==> src/rtl/uart_hex_line_rx_if.sv <==
// Decoded byte stream from uart_hex_line_rx towards control.
// Master drives data/valid/last; slave drives ready.
interface uart_hex_line_rx_if;
  logic [7:0] o_data;
  logic       o_valid;
  logic       o_last;
  logic       i_ready;

  modport master (
    output o_data,
    output o_valid,
    output o_last,
    input  i_ready
  );

  modport slave (
    input  o_data,
    input  o_valid,
    input  o_last,
    output i_ready
  );
endinterface

==> src/rtl/uart_hex_line_rx.sv <==
// ASCII hex-pair line decoder: buffers, validates and streams framed bytes.
// Define UART_HEX_CSUM_EN to treat each line's last byte as a zero-sum checksum.
module uart_hex_line_rx #(
  parameter int ADDR_W      = 6,
  parameter int TIMEOUT_CYC = 5000000
) (
  input  logic               i_clk,
  input  logic               i_rst,
  input  logic [7:0]         i_uart_rdata,
  input  logic               i_uart_rready,
  output logic               o_uart_rreq,
  uart_hex_line_rx_if.master dout,
  output logic               o_err,
  output logic [2:0]         o_err_code,
  output logic               o_busy
);

  localparam int MAX_LEN = 1 << ADDR_W;
  localparam int LEN_W   = ADDR_W + 1;

  localparam logic [LEN_W-1:0] LEN_MAX = LEN_W'(MAX_LEN);
  localparam logic [LEN_W-1:0] LEN_ONE = LEN_W'(1);

  localparam bit TO_EN = TIMEOUT_CYC > 0;

  localparam logic [23:0] TO_LIM =
    TO_EN ? 24'(TIMEOUT_CYC - 1) : 24'd0;

  localparam logic [2:0] E_TO   = 3'd0;
  localparam logic [2:0] E_CHAR = 3'd1;
  localparam logic [2:0] E_ODD  = 3'd2;
  localparam logic [2:0] E_OVF  = 3'd3;
`ifdef UART_HEX_CSUM_EN
  localparam logic [2:0] E_CSUM = 3'd4;
`endif

  typedef enum logic [1:0] {
    S_RX,
    S_DRAIN,
    S_TX
  } state_t;

  state_t           state_q;
  logic [LEN_W-1:0] len_q;
  logic [LEN_W-1:0] rd_q;
  logic             phase_q;
  logic [3:0]       nib_q;
  logic             pop_q;
  logic [23:0]      to_q;
  logic [7:0]       data_q;
  logic             valid_q;
  logic             last_q;
`ifdef UART_HEX_CSUM_EN
  logic [7:0]       sum_q;
`endif

  logic [7:0] line_mem [MAX_LEN];

  logic       pop;
  logic       is_hex;
  logic       is_term;
  logic       is_sp;
  logic [3:0] hex_nib;
  logic [7:0] pair;
  logic       wr_en;
  logic [7:0] rd_byte;
  logic       to_run;
  logic       err_hit;
  logic [2:0] err_cd;
  logic       go_drain;
  logic       line_clr;
  logic       commit;

  // Pop alternates with a dead cycle so the show-ahead head can refresh.
  assign pop = !i_rst
             && state_q != S_TX
             && i_uart_rready
             && !pop_q;

  assign o_uart_rreq  = pop;
  assign dout.o_data  = data_q;
  assign dout.o_valid = valid_q;
  assign dout.o_last  = last_q;

  assign o_busy = state_q != S_RX
               || phase_q
               || len_q != '0;

  assign is_term = i_uart_rdata == 8'h0D
                || i_uart_rdata == 8'h0A;
  assign is_sp   = i_uart_rdata == 8'h20;
  assign pair    = {nib_q, hex_nib};
  assign rd_byte = line_mem[rd_q[ADDR_W-1:0]];

  assign wr_en = pop
              && state_q == S_RX
              && is_hex
              && phase_q
              && len_q != LEN_MAX;

  always_comb begin
    is_hex  = 1'b0;
    hex_nib = 4'h0;
    unique case (1'b1)
      (i_uart_rdata >= 8'h30 && i_uart_rdata <= 8'h39): begin
        is_hex  = 1'b1;
        hex_nib = 4'(i_uart_rdata - 8'h30);
      end
      (i_uart_rdata >= 8'h41 && i_uart_rdata <= 8'h46): begin
        is_hex  = 1'b1;
        hex_nib = 4'(i_uart_rdata - 8'h37);
      end
      (i_uart_rdata >= 8'h61 && i_uart_rdata <= 8'h66): begin
        is_hex  = 1'b1;
        hex_nib = 4'(i_uart_rdata - 8'h57);
      end
      default: ;
    endcase
  end

  always_comb begin
    err_hit  = 1'b0;
    err_cd   = E_TO;
    go_drain = 1'b0;
    line_clr = 1'b0;
    commit   = 1'b0;
    to_run   = TO_EN
            && state_q == S_RX
            && !pop
            && (phase_q || len_q != '0);
    if (state_q == S_RX && pop) begin
      unique case (1'b1)
        is_hex: begin
          if (phase_q && len_q == LEN_MAX) begin
            err_hit  = 1'b1;
            err_cd   = E_OVF;
            go_drain = 1'b1;
          end
        end
        is_sp: begin
          if (phase_q) begin
            err_hit  = 1'b1;
            err_cd   = E_CHAR;
            go_drain = 1'b1;
          end
        end
        is_term: begin
          if (phase_q) begin
            err_hit  = 1'b1;
            err_cd   = E_ODD;
            line_clr = 1'b1;
          end else if (len_q != '0) begin
`ifdef UART_HEX_CSUM_EN
            if (sum_q != 8'h00) begin
              err_hit  = 1'b1;
              err_cd   = E_CSUM;
              line_clr = 1'b1;
            end else if (len_q == LEN_ONE) begin
              line_clr = 1'b1;
            end else begin
              commit = 1'b1;
            end
`else
            commit = 1'b1;
`endif
          end
        end
        default: begin
          err_hit  = 1'b1;
          err_cd   = E_CHAR;
          go_drain = 1'b1;
        end
      endcase
    end else if (to_run && to_q == TO_LIM) begin
      err_hit  = 1'b1;
      err_cd   = E_TO;
      line_clr = 1'b1;
    end
  end

  always_ff @(posedge i_clk) begin
    if (wr_en) begin
      line_mem[len_q[ADDR_W-1:0]] <= pair;
    end
  end

  always_ff @(posedge i_clk) begin
    if (i_rst) begin
      state_q    <= S_RX;
      len_q      <= '0;
      rd_q       <= '0;
      phase_q    <= 1'b0;
      nib_q      <= '0;
      pop_q      <= 1'b0;
      to_q       <= '0;
      data_q     <= '0;
      valid_q    <= 1'b0;
      last_q     <= 1'b0;
      o_err      <= 1'b0;
      o_err_code <= '0;
`ifdef UART_HEX_CSUM_EN
      sum_q      <= '0;
`endif
    end else begin
      pop_q <= pop;
      o_err <= err_hit;
      if (err_hit) begin
        o_err_code <= err_cd;
      end
      if (to_run && to_q != TO_LIM) begin
        to_q <= to_q + 24'd1;
      end else begin
        to_q <= '0;
      end
      case (state_q)
        S_RX: begin
          if (go_drain || line_clr) begin
            len_q   <= '0;
            phase_q <= 1'b0;
`ifdef UART_HEX_CSUM_EN
            sum_q   <= '0;
`endif
            if (go_drain) begin
              state_q <= S_DRAIN;
            end
          end else if (commit) begin
            state_q <= S_TX;
            rd_q    <= '0;
`ifdef UART_HEX_CSUM_EN
            // Checksum byte stays in the buffer but is not sent.
            len_q   <= len_q - LEN_ONE;
            sum_q   <= '0;
`endif
          end else if (pop && is_hex) begin
            nib_q   <= hex_nib;
            phase_q <= !phase_q;
            if (phase_q) begin
              len_q <= len_q + LEN_ONE;
`ifdef UART_HEX_CSUM_EN
              sum_q <= sum_q + pair;
`endif
            end
          end
        end
        S_DRAIN: begin
          if (pop && is_term) begin
            state_q <= S_RX;
          end
        end
        S_TX: begin
          if (!valid_q || dout.i_ready) begin
            if (valid_q && last_q) begin
              valid_q <= 1'b0;
              last_q  <= 1'b0;
              len_q   <= '0;
              state_q <= S_RX;
            end else begin
              valid_q <= 1'b1;
              data_q  <= rd_byte;
              last_q  <= rd_q == len_q - LEN_ONE;
              rd_q    <= rd_q + LEN_ONE;
            end
          end
        end
        default: state_q <= S_RX;
      endcase
    end
  end

endmodule
==> src/flat_wrapper.sv <==
// flat-port wrapper written by rule: the top's interface ports become plain ports
module uart_hex_line_rx_flat 
#(
  parameter int ADDR_W      = 6,
  parameter int TIMEOUT_CYC = 5000000
)
  (i_clk, i_rst, i_uart_rdata, i_uart_rready, o_uart_rreq, o_err, o_err_code, o_busy, dout_o_data, dout_o_valid, dout_o_last, dout_i_ready);
  uart_hex_line_rx_if dout_i ();
  input  logic i_clk;
  input  logic i_rst;
  input  logic [7:0] i_uart_rdata;
  input  logic i_uart_rready;
  output logic o_uart_rreq;
  output logic o_err;
  output logic [2:0] o_err_code;
  output logic o_busy;
  output wire logic [$bits(dout_i.o_data)-1:0] dout_o_data;
  output wire logic [$bits(dout_i.o_valid)-1:0] dout_o_valid;
  output wire logic [$bits(dout_i.o_last)-1:0] dout_o_last;
  input wire logic [$bits(dout_i.i_ready)-1:0] dout_i_ready;
  assign dout_o_data = dout_i.o_data;
  assign dout_o_valid = dout_i.o_valid;
  assign dout_o_last = dout_i.o_last;
  assign dout_i.i_ready = dout_i_ready;
  uart_hex_line_rx #(.ADDR_W(ADDR_W), .TIMEOUT_CYC(TIMEOUT_CYC)) u_core (.i_clk(i_clk), .i_rst(i_rst), .i_uart_rdata(i_uart_rdata), .i_uart_rready(i_uart_rready), .o_uart_rreq(o_uart_rreq), .dout(dout_i), .o_err(o_err), .o_err_code(o_err_code), .o_busy(o_busy));
endmodule
==> config.mk <==
export PLATFORM = sky130hd
export DESIGN_NAME = uart_hex_line_rx_flat
export DESIGN_NICKNAME = d
export VERILOG_FILES = /design/src/rtl/uart_hex_line_rx_if.sv /design/src/rtl/uart_hex_line_rx.sv /design/src/flat_wrapper.sv
export SDC_FILE = /design/constraint.sdc
export NUM_CORES = 1
export LEC_CHECK = 0
export BUFFER_PORTS_ARGS = -buffer_cell sky130_fd_sc_hd__buf_4
export CORE_UTILIZATION = 55
export DETAILED_ROUTE_END_ITERATION = 16
export MAX_ROUTING_LAYER = met4
export PLACE_DENSITY = 0.71
export SYNTH_ARGS = -nofsm -noshare
export SYNTH_HDL_FRONTEND = slang
export SYNTH_SLANG_ARGS = --single-unit
==> constraint.sdc <==
create_clock -name i_clk -period 4.7 [get_ports i_clk]
set_input_delay 0.94 -clock i_clk [delete_from_list [all_inputs] [get_ports i_clk]]
set_output_delay 0.94 -clock i_clk [all_outputs]
set_load 0.02 [all_outputs]
==> flow_summary.ini <==
[layout]
multi_input_area_sq_mm = 0.00625
seqCellArea_sq_mm = 0.0166
diodes = 0
fillCellCount = 2859
drive_gt1_share_pct = 16.0
nets = 1448
syn_to_final_growth_pct = 10.8

[clock_tree]
numCtsBuffers = 54
ctsHoldBuffers = 0
root_buffer = clkbuf_16
post_cts_buffers = 0
cts_max_path_buffers = 3
cts_tree = built
cts_sinks = 571
clk_pin_slew_worst_paths_ns = 0.06
worstSkewPairLatency_ns = 0.60
htree_levels = 2
post_cts_resized = 0

[timing]
rsz0062_at_grt = false
finalHoldViolCount = 0
fin_setup_tns_ns = 0
worst-slew-pin-transition_ns = 1.30
setup_viol_count_final = 0
final-max-slew-violation-count = 0
slew-limit-headroom_pct = 13.1
period_share_pct = 71.5
clock-skew-final_ns = 0.0188
finalCriticalPeriod_ns = 3.36
timing.fmax_ghz = 0.297
holdWs_ns = 0.444

[grt]
grt_usage_pct = 25.8
grt_max_degree = 66
global_route.usage.met3_pct = 4.25
met1_usage_pct = 36.3
overflow = 0
busiest_layer = met2
grt_pass1_wl_um = 79100
grt_pass1_vias = 12400
gr-usage-met2_pct = 38.8
grt_antenna_before_repair = 0

[route]
via_per_inst = 6.30
wirelength_um = 52900
vias = 12600
ant_nets = 0
drt_first_pass_iters = 6
first_iter_violations = 1390
drc = 0
wl_per_cell_um = 26.4

[logic_synthesis]
syn_inst = 1405
yosysMostFrequentCell = edfxtp_1
synth.area.top_cells = edfxtp_1 (66%), mux4_2 (6.2%), mux2i_1 (5.7%)
syn_area_per_cell_sq_um = 16.5
synth.distinct_cells = 74
ys_seq_elements = 571
yosys_warnings = 0
synth-edff-count = 512
synth_top_area_share_pct = 66.3
yosys-top-cells-count = edfxtp_1 (512), mux2i_1 (132), nor2_1 (113), a22oi_1 (65), mux4_2 (64)
synth.largest_area_cell = edfxtp_1
async_reset_ff_share_pct = 0
netlist_area_sq_mm = 0.0232
synth-main-ff-cell = edfxtp_1
postSynthNetCount = 1425
synth-seq-area-share_pct = 71.4

[run_status]
status = finished, final reports clean

[critical_path]
max_stage_delay_ns = 0.69
worstPathCellList = inv_1 > ha_1 > nor3b_1 > and3_2 > nor3_4 > buf_4 > nand3b_1 > nor2_1
crit_family = simple AND/OR/NAND/NOR gates
reg2reg_depth = 8
start_kind = register
critPathArrivalTime_ns = 3.60
crit_type = register to register
path_max_fanout = 19
worst_path_max_delay_cell = nor2_1
path_buf_inv = 2
cp_num_cells = 8
cp.required_ns = 4.93
endpoint_kind = register

[hold_path]
hp-class = register to register
holdPathStages = 1

[placed_design]
gp_congestion = 0.879
numPortBuffers = 26
hpwl_um = 32200

[power]
leakagePower_nw = 7.77
power_per_cell_area_mw_per_mm2 = 386
vdd.ir_drop.worst_mv = 0.528

[die]
dieWidth_um = 207
io_pins = 28
initial_core_util_pct = 56.3
die_h_um = 207
core_area_sq_mm = 0.0412
rows = 74
die_area_sq_mm = 0.0430

[flow_run]
maxCapViolCount = 0
==> layout by cell type (no fill, tap or decap), types with 3 or more instances in the layout <==
cell,Yosys,layout
a211oi_1,3,3
a21oi_1,46,46
a221o_1,8,8
a22oi_1,65,65
a311oi_2,3,3
and2_1,9,9
and3_1,12,12
buf_4,7,48
bufinv_16,0,7
clkbuf_1,40,16
clkbuf_16,0,54
clkinv_1,0,7
clkinv_2,0,8
clkinvlp_4,0,4
dfxtp_1,59,53
dfxtp_4,0,6
edfxtp_1,512,512
ha_1,8,8
inv_1,8,8
mux2i_1,132,132
mux4_2,64,64
nand2_1,27,27
nand3_1,56,56
nand3b_1,8,8
nand4_1,22,22
nand4bb_1,4,4
nor2_1,113,111
nor2_2,8,9
nor2b_1,39,37
nor3_1,5,5
nor3b_1,10,10
nor4_1,4,4
o21ai_0,9,9
o31ai_1,3,3
or3_1,5,5
xnor2_1,20,20
xor2_1,13,13
==> registers in the layout, summed over array words and instances, names as in the netlist <==
name / count
u_core.rd_q: 7
u_core.line_mem: 512
u_core.dout.o_valid: 1
u_core.state_q: 2
u_core.pop_q: 1
u_core.nib_q: 4
u_core.dout.o_data: 8
u_core.o_err: 1
u_core.o_err_code: 2
u_core.to_q: 24
u_core.len_q: 7
u_core.dout.o_last: 1
u_core.phase_q: 1
==> metal layers <==
layer / up-vias / wire, um
met5: - / 0
met4: 0 / 1360
met3: 82 / 5040
met2: 638 / 24700
met1: 6338 / 21800
li1: 5563 / -
==> final timing paths <==
kind | endpoint | from | slack, ns
hold reg to reg | u_core.to_q[0] | u_core.to_q[0] | 0.44
setup reg to reg | u_core.line_mem[3][3] | u_core.len_q[0] | 1.34
hold / removal | u_core.to_q[0] | u_core.to_q[0] | 0.44
setup / recovery | u_core.line_mem[3][3] | u_core.len_q[0] | 1.34
==> cell families (layout without fill, tap and decap cells) <==
logic type | Yosys count | count (layout) | synth area share (%)
compound gates | 158 | 158 | 4.95
xor+xnor | 33 | 33 | 1.25
fa+ha+maj | 8 | 8 | 0.432
buf+inv | 91 | 158 | 1.79
flops | 571 | 571 | 71.4
mux | 198 | 198 | 12.0
other cells | 1 | 1 | 0.0162
simple gates | 345 | 345 | 8.15
==> cell type report <==
cell class,count,area share [%]
Clock buffer,70,5.49
Clock inverter,30,1.40
Inverter,8,0.117
Multi-Input combinational cell,743,24.3
Sequential cell,571,64.5
Tap cell,532,2.59
Timing Repair Buffer,50,1.56
==> per-stage QoR <==
stage / cells / util [%] / setup WS (ns) / instance area, sq um / total power [W]
floorplan: 1405 / - / 0.976 / 23200 / 0.00563
global placement: 1904 / 58.1 / 0.919 / 23900 / 0.00567
detailed placement: 1904 / 58.1 / 0.831 / 23900 / 0.00567
CTS: 2004 / 62.4 / 1.40 / 25700 / 0.00997
global route: 2004 / 62.4 / 1.12 / 25700 / 0.0102
finish: 2004 / 62.4 / 1.34 / 25700 / 0.00992
==> power by group <==
part	switching [W]	leakage [nW]	internal, W
combinational	0.0000594	1.73	0.0000246
sequential	0.00000537	5.19	0.00547
clock	0.00184	0.851	0.00252
Power figures use the tool's default switching activity.
